$ cat src/rtl/fifo_lane_dispatcher_pkg.sv
// Shared scheduler definitions: dispatcher state encoding, FIFO read latency
// and the lane-slice helper used by both the read- and write-side lane logic.
package fifo_lane_dispatcher_pkg;

  typedef enum logic [1:0] {
    StIdle  = 2'd0,
    StFetch = 2'd1,
    StOffer = 2'd2
  } disp_state_t;

  // The scheduler FIFO returns read data exactly one cycle after a pop.
  localparam int unsigned FIFO_RD_LAT = 1;

  // Bit offset of lane `lane` inside a flat bus of `width`-bit lane slices.
  function automatic int unsigned lane_lsb(input int unsigned lane, input int unsigned width);
    return lane * width;
  endfunction

endpackage

$ cat src/rtl/fifo_lane_dispatcher_rr_lane_ptr.sv
// Modulo-N round-robin lane pointer; wraps N-1 -> 0 for any N >= 2.
module rr_lane_ptr #(
  parameter int unsigned N  = 4,
  parameter int unsigned LW = $clog2(N)
) (
  input  logic          clk,
  input  logic          rst,
  input  logic          advance,
  output logic [LW-1:0] ptr
);

  localparam logic [LW-1:0] LastLane = LW'(N - 1);

  logic [LW-1:0] ptr_q, ptr_d;

  always_comb begin
    ptr_d = ptr_q;
    if (advance) begin
      ptr_d = (ptr_q == LastLane) ? '0 : ptr_q + 1'b1;
    end
  end

  always_ff @(posedge clk) begin
    if (rst) begin
      ptr_q <= '0;
    end else begin
      ptr_q <= ptr_d;
    end
  end

  assign ptr = ptr_q;

endmodule

$ cat src/rtl/fifo_lane_dispatcher.sv
// Pops words from the scheduler FIFO and hands them one at a time to N lanes
// in strict round-robin order over per-lane valid/ready handshakes.
module fifo_lane_dispatcher
  import fifo_lane_dispatcher_pkg::*;
#(
  parameter  int unsigned WIDTH = 8,
  parameter  int unsigned N     = 4,
  parameter  int unsigned CNT_W = 16,
  localparam int unsigned LW    = $clog2(N)
) (
  input  logic               clk,
  input  logic               rst,
  input  logic               fifo_empty,
  output logic               fifo_rd_en,
  input  logic [WIDTH-1:0]   fifo_data_out,
  output logic [WIDTH*N-1:0] DIN_flat,
  output logic [N-1:0]       lane_valid,
  input  logic [N-1:0]       lane_ready,
  output logic [LW-1:0]      rr_ptr,
  output logic [CNT_W-1:0]   sent_count,
  output logic               busy
);

  disp_state_t      state_q;
  logic [WIDTH-1:0] hold_q;
  logic [CNT_W-1:0] count_q;
  logic             xfer;

  // Only the lane under the pointer can complete; other ready bits are ignored.
  assign xfer = (state_q == StOffer) && lane_ready[rr_ptr];

  rr_lane_ptr #(
    .N  (N),
    .LW (LW)
  ) u_rr_lane_ptr (
    .clk     (clk),
    .rst     (rst),
    .advance (xfer),
    .ptr     (rr_ptr)
  );

  always_comb begin
    fifo_rd_en = 1'b0;
    if (!rst && !fifo_empty) begin
      unique case (state_q)
        StIdle:  fifo_rd_en = 1'b1;
        StOffer: fifo_rd_en = xfer;
        default: fifo_rd_en = 1'b0;
      endcase
    end
  end

  always_ff @(posedge clk) begin
    if (rst) begin
      state_q <= StIdle;
      hold_q  <= '0;
      count_q <= '0;
    end else begin
      unique case (state_q)
        StIdle: begin
          if (!fifo_empty) state_q <= StFetch;
        end
        StFetch: begin
          hold_q  <= fifo_data_out;
          state_q <= StOffer;
        end
        StOffer: begin
          if (xfer) begin
            count_q <= count_q + 1'b1;
            state_q <= fifo_empty ? StIdle : StFetch;
          end
        end
        default: state_q <= StIdle;
      endcase
    end
  end

  // Lane outputs depend only on registered state, so ready never loops back.
  always_comb begin
    lane_valid = '0;
    DIN_flat   = '0;
    for (int unsigned d = 0; d < N; d++) begin
      if (state_q == StOffer && rr_ptr == LW'(d)) begin
        lane_valid[d]                           = 1'b1;
        DIN_flat[lane_lsb(d, WIDTH) +: WIDTH]   = hold_q;
      end
    end
  end

  assign sent_count = count_q;
  assign busy       = (state_q != StIdle);

  a_no_pop_when_empty : assert property (@(posedge clk) !(fifo_rd_en && fifo_empty));
  a_valid_onehot0     : assert property (@(posedge clk) $onehot0(lane_valid));
  a_offer_held        : assert property (@(posedge clk) disable iff (rst)
      (state_q == StOffer && !xfer) |=> (state_q == StOffer && $stable(hold_q)
                                         && $stable(rr_ptr)));

endmodule

$ cat config.mk
export PLATFORM = sky130hd
export DESIGN_NAME = fifo_lane_dispatcher
export DESIGN_NICKNAME = d
export VERILOG_FILES = /design/src/rtl/fifo_lane_dispatcher_pkg.sv /design/src/rtl/fifo_lane_dispatcher_rr_lane_ptr.sv /design/src/rtl/fifo_lane_dispatcher.sv
export SDC_FILE = /design/constraint.sdc
export NUM_CORES = 1
export LEC_CHECK = 0
export BUFFER_PORTS_ARGS = -buffer_cell sky130_fd_sc_hd__buf_2
export CORE_MARGIN = 2
export CORE_UTILIZATION = 47
export DETAILED_ROUTE_END_ITERATION = 10
export GPL_TIMING_DRIVEN = 1
export PLACE_DENSITY_LB_ADDON = 0.3
export REMOVE_ABC_BUFFERS = 1
export SETUP_SLACK_MARGIN = 0.02
export SLEW_MARGIN = 25
export SYNTH_ARGS = -nofsm -noshare
export SYNTH_HDL_FRONTEND = slang
export SYNTH_SLANG_ARGS = --single-unit
$ cat constraint.sdc
create_clock -name clk -period 2.2 [get_ports clk]
set_input_delay 0.33 -clock clk [delete_from_list [all_inputs] [get_ports clk]]
set_output_delay 0.33 -clock clk [all_outputs]
set_load 0.01 [all_outputs]
==> results of run 1 <==
how the worst max path moves through the flow:
stage,to,cells after the start
global route,fifo_rd_en,4
floorplan,sent_count[4],4
CTS,fifo_rd_en,4
detailed placement,fifo_rd_en,4
finish,fifo_rd_en,4
global placement,fifo_rd_en,4
layer usage:
layer	global-route usage	up-vias
met5	0	-
met4	0.06111	0
met3	0.03604	2
met2	0.3280	52
met1	0.2564	768
li1	-	845
where the power goes:
| part | internal [uW] | switching, uW |
|---|---|---|
| logic | 36.2 | 51.1 |
| clock network | 184 | 158 |
| registers | 518 | 13.6 |
through the flow:
stage               area [um2]  cells  setup WS, ps
detailed placement        1992    301         330.8
global route              2053    305         66.70
floorplan                 1541    181      -0.05262
CTS                       2047    305         69.32
finish                    2053    305         202.9
global placement          1992    301         442.2
registers in the layout (all words and copies together) (netlist names):
register           cells
hold_q                 8
sent_count            16
state_q                2
u_rr_lane_ptr.ptr      2
area by class of cell:
cell class	count	area (um2)	area share
clock buffers	3	22.52	0.01097
well taps	46	57.56	0.02803
flip-flops and latches	28	563.0	0.2742
repair buffers	74	392.9	0.1913
multi-input cells	151	979.7	0.4771
inverters	2	7.507	0.003656
clock inverters	1	30.03	0.01463
logic make-up after synthesis:
logic type,count (synthesis)
simple gates,99
compound gates,40
flops,28
buf+inv,15
mux,5
fa+ha+maj,5
xor+xnor,2
cell usage in the layout (no fill, tap or decap), types with 3 or more instances in the layout:
cell type and instances:
a21oi_1 23, clkbuf_4 3, or3_1 7, mux2i_1 3, nor2_1 5, o21ai_1 6
nand2_1 22, and3_1 32, or4_1 5, dfxtp_1 26, ha_1 5, nand4_1 5
buf_2 70, o31ai_1 5, buf_4 3, and2_1 8
timing repair:
action                     in CTS  in global routing
setup endpoints to repair       1                  1
gates resized for setup         2                  2
buffers inserted                0                  0
==> flow_summary.yaml, run 1 <==
setup_path:
  reg2reg_from: "state_q[1]"
  cp_max_fo: 7
  crit_required_ps: 1870
  critPathCaptureType: "output port"
  critPathKind: "flop to output port"
  slowest_delay_ps: 440
  crit_arrival_ps: 1670
  critPathTopFamily: "flip-flops"
  cp-start-kind: "flop"
  cp_cell_sequence: "mux2_4, mux2i_1, a2111oi_2, buf_2"
  slowest_stage: "dfxtp_2"
  regToRegEndpoint: "sent_count[13]"
  cp_num_buf_inv: 1
  regToRegSetupSlack_ps: 410
  setup.worst_path.start: "u_rr_lane_ptr.ptr[1]"
  reg2regPathDepth: 5
logic_synthesis:
  ys.warnings.count: 0
  synth.top_cell.area_share: 0.3467
  avgSynthCellArea_um2: 8.333
  synth_top_area_cell: "dfxtp_1"
  synth_edf_count: 0
  ys_types: 35
  seq_area_frac_synth: 0.3467
  syn-instance-count: 194
  synthAdderAreaFrac: 0.03870
  muxShareOfSynthArea: 0.03715
  synth-xor-area-share: 0.01084
  yosys_register_bits: 28
  synth_flop_cell: "dfxtp_1"
  synth_area_um2: 1617
  synth.top_cells.by_count: "32 x and3_1, 28 x dfxtp_1, 23 x a21oi_1, 22 x nand2_1, 9 x clkbuf_1"
  synth-async-reset-ratio: 0
  synthSimpleGateAreaFrac: 0.3723
  synth_area_leaders: "dfxtp_1 35%, and3_1 12%, a21oi_1 7.1%"
  synth_compound_area_frac: 0.1432
  synth_most_common_cell: "and3_1"
  synth_top_family_by_area: "simple AND/OR/NAND/NOR gates"
routing:
  wl_per_cell_um: 13.30
  wl_met1_um: 1889
  finalWirelength_um: 4056
  drtIter0Drc: 64
  viasPerCell: 5.466
  wl_met2_um: 1879
  drt_first_pass_iters: 4
  wl_met3_um: 272
  highest_layer: "met4"
  num_vias: 1667
  antenna_left: 0
  drc_errors: 0
placed_design:
  dp_hpwl_um: 2924
  io_buffers: 70
  place_congestion: 0.7721
timing:
  rsz0062_at_grt: "no"
  slew_viol_final: 0
  setup_viol: 0
  max_freq_mhz: 500.7
  period_minus_slack_ps: 1997
  timing.slew.headroom: 0.5639
  worst_pin_slew_ps: 652.8
  hold_violations: 0
  clock_skew_ps: 13.43
  hold_ws_ps: 192.9
  post-route-period-util: 0.9078
  setup_tns_ps: 0
floorplan:
  core_area_um2: 3311
  start_util: 0.4883
  num_rows: 21
  die_w_um: 62.65
  die-height_um: 62.65
  die_area_um2: 3924
  pin_count: 71
status:
  status: "complete, no violations"
finish:
  num_antenna_cells: 0
  drive_gt1_frac: 0.3359
  fin_nets: 280
  nFillCells: 309
  fin_util: 0.6202
  area_delta_synth_final_pct: 27.01
global_routing:
  grt_usage: 0.1963
  grt_max_degree: 38
  grt_pass1_vias: 1354
  antenna_found_initial: 0
  grt_overflow: 0
  grt_pass1_wl_um: 6285
clocking:
  clock-sinks: 28
  ctsLongestPathBuffers: 2
  cts-root-buf: "clkbuf_4"
  cts_tree: "yes"
  clkLatencyLatePin_ps: 340
  path_clk_slew_ps: 160
  htreeDepth: 1
  ctsHoldBuffers: 0
  cts_buffers: 3
power_and_ir_drop:
  power_density_nw_per_um2: 468.2
  leakage_uw: 0.001072
  peakVddDrop_mv: 0.2302
  power_uw: 961.3
hold_path:
  hp-start: "fifo_empty"
  hold_path_end: "state_q[0]"
  hold_path_class: "input port to flop"
  hold_path_depth: 2
job:
  maxCapViolCount: 0
(Power assumes the default switching activity.)
==> run 2: changes to the inputs <==
--- a/config.mk
+++ b/config.mk
@@ -5,7 +5,7 @@
 export SDC_FILE = /design/constraint.sdc
 export NUM_CORES = 1
 export LEC_CHECK = 0
-export BUFFER_PORTS_ARGS = -buffer_cell sky130_fd_sc_hd__buf_2
+export BUFFER_PORTS_ARGS = -buffer_cell sky130_fd_sc_hd__buf_4
 export CORE_MARGIN = 2
 export CORE_UTILIZATION = 47
 export DETAILED_ROUTE_END_ITERATION = 10
==> run 2 against run 1 <==
Compared with the run above:
- global-route usage is essentially flat
- cell area rose by 6.5%
- power down 9.3%
- sequential share of layout area fell by 1.7 points
- non-clock buffer count is 1 lower
- cell count is 0.33% lower
- sequential power about the same
- maximum frequency down 0.56%
- routed wire length fell by 1.3%
- critical path type unchanged
- largest power group unchanged
- highest routed layer unchanged
==> flow_summary.yaml, run 2 (synthesis gave the netlist of run 1 again) <==
setup_path:
  cp-start-kind: "flop"
  cp_max_fo: 37
  critPathKind: "flop to output port"
  crit_required_ps: 1870
  slowest_delay_ps: 480
  critPathCaptureType: "output port"
  cp_cell_sequence: "nor2b_1, buf_4, and3_1, buf_4"
  regToRegSetupSlack_ps: 440
  critPathTopFamily: "flip-flops"
  slowest_stage: "dfxtp_1"
  reg2reg_from: "state_q[1]"
  reg2regPathDepth: 5
  crit_path_frequent_cell: "buf_4"
  crit_arrival_ps: 1680
  cp_num_buf_inv: 2
  regToRegEndpoint: "sent_count[15]"
hold_path:
  hold_path_class: "input port to flop"
  hold_path_end: "state_q[0]"
  hold_path_depth: 2
  hp-start: "fifo_empty"
clocking:
  clkLatencyLatePin_ps: 320
  cts_buffers: 3
  ctsHoldBuffers: 0
  htreeDepth: 1
  path_clk_slew_ps: 140
  cts-root-buf: "clkbuf_4"
  ctsLongestPathBuffers: 2
  cts_tree: "yes"
  clock-sinks: 28
finish:
  nFillCells: 321
  layout_commonest_cell: "buf_4"
  fin_nets: 279
  drive_gt1_frac: 0.3295
  finalInstanceArea_um2: 2187
  layout_common_cells: "73 x buf_4, 32 x and3_1, 26 x dfxtp_1"
  num_antenna_cells: 0
  largest_reg_flops: 16
  fin_util: 0.6606
  area_delta_synth_final_pct: 35.29
global_routing:
  antenna_found_initial: 0
  grt_max_degree: 38
  grt_pass1_wl_um: 6306
  grt_usage: 0.1960
  grt_overflow: 0
  grt_pass1_vias: 1369
routing:
  drt_first_pass_iters: 4
  finalWirelength_um: 4004
  wl_per_cell_um: 13.17
  drc_errors: 0
  antenna_left: 0
  drtIter0Drc: 86
  num_vias: 1638
  viasPerCell: 5.388
floorplan:
  die-height_um: 62.65
  die_w_um: 62.65
  start_util: 0.4883
  pin_count: 71
  core_area_um2: 3311
  die_area_um2: 3924
  num_rows: 21
timing:
  max_freq_mhz: 497.9
  clock_skew_ps: 8.901
  period_minus_slack_ps: 2008
  post-route-period-util: 0.9129
  worst_pin_slew_ps: 621.8
  hold_ws_ps: 186.1
  slew_viol_final: 0
  rsz0062_at_grt: "no"
  timing.slew.headroom: 0.5846
  hold_violations: 0
  setup_viol: 0
  setup_slack_ps: 191.5
job:
  maxCapViolCount: 0
placed_design:
  dp_hpwl_um: 2915
  pre_cts_ws_ps: 381.2
  dpl_cell_area_um2: 2147
  io_buffers: 70
  place_congestion: 0.8024
status:
  status: "complete, no violations"
power_and_ir_drop:
  peakVddDrop_mv: 0.3712
  power_density_nw_per_um2: 398.6
  leakage_uw: 0.001059
run 2: changes by cell type in the layout (fill, tap and decap cells not counted), sizes merged:
cell    previous run  this run
buf               74        73
bufinv             1         0
clkbuf             3         4
run 2: where the power goes:
part	leakage (uW)	internal [uW]	switching (uW)
sequential	0.000228	518	13.4
combinational	0.000810	43.3	48.9
clock	0.0000210	101	147
total	0.00106	663	209
run 2: layout make-up:
cell class	instances	area, um2	share of cell area
multi-input cells	151	974.7	0.4457
inverters	2	7.507	0.003432
well taps	46	57.56	0.02632
flip-flops and latches	28	563.0	0.2574
repair buffers	73	548.0	0.2506
clock buffers	4	36.28	0.01659
run 2: metrics by stage:
stage | power [uW] | setup TNS [ps] | instances
6_report | 871.7 | 0 | 304
5_1_grt | 911.9 | 0 | 304
4_1_cts | 880.2 | 0 | 304
3_5_place_dp | 633.4 | 0 | 300
3_3_place_gp | 632.5 | 0 | 300
2_1_floorplan | 581.7 | -0.05262 | 181
run 2: worst reg2reg max path: stages, from the launching register on:
cell and delay [ps]:
dfxtp_1 480, nor3b_1 260, a22oi_2 70, buf_4 230, or4_1 540, a21oi_1 150
run 2: what timing repair did:
action	in CTS	in global routing
resized for setup	1	2
setup buffers	0	0
endpoints found under the setup margin	1	1
run 2: worst max path at each step:
stage	slack, ps	cells after the start	start	endpoint
after floorplan	-0.05	4	state_q[1]	sent_count[4]
after global placement	420	4	u_rr_lane_ptr.ptr[1]	fifo_rd_en
after detailed placement	380	4	u_rr_lane_ptr.ptr[1]	fifo_rd_en
after CTS	40	4	u_rr_lane_ptr.ptr[1]	fifo_rd_en
after global routing	70	4	u_rr_lane_ptr.ptr[1]	fifo_rd_en
final	190	4	state_q[1]	DIN_flat[11]
run 2: layer usage:
layer	share of wire	global-route usage
met4	0.0045	0.04167
met1	0.47	0.2503
met5	0	0
met2	0.47	0.3387
met3	0.060	0.04324
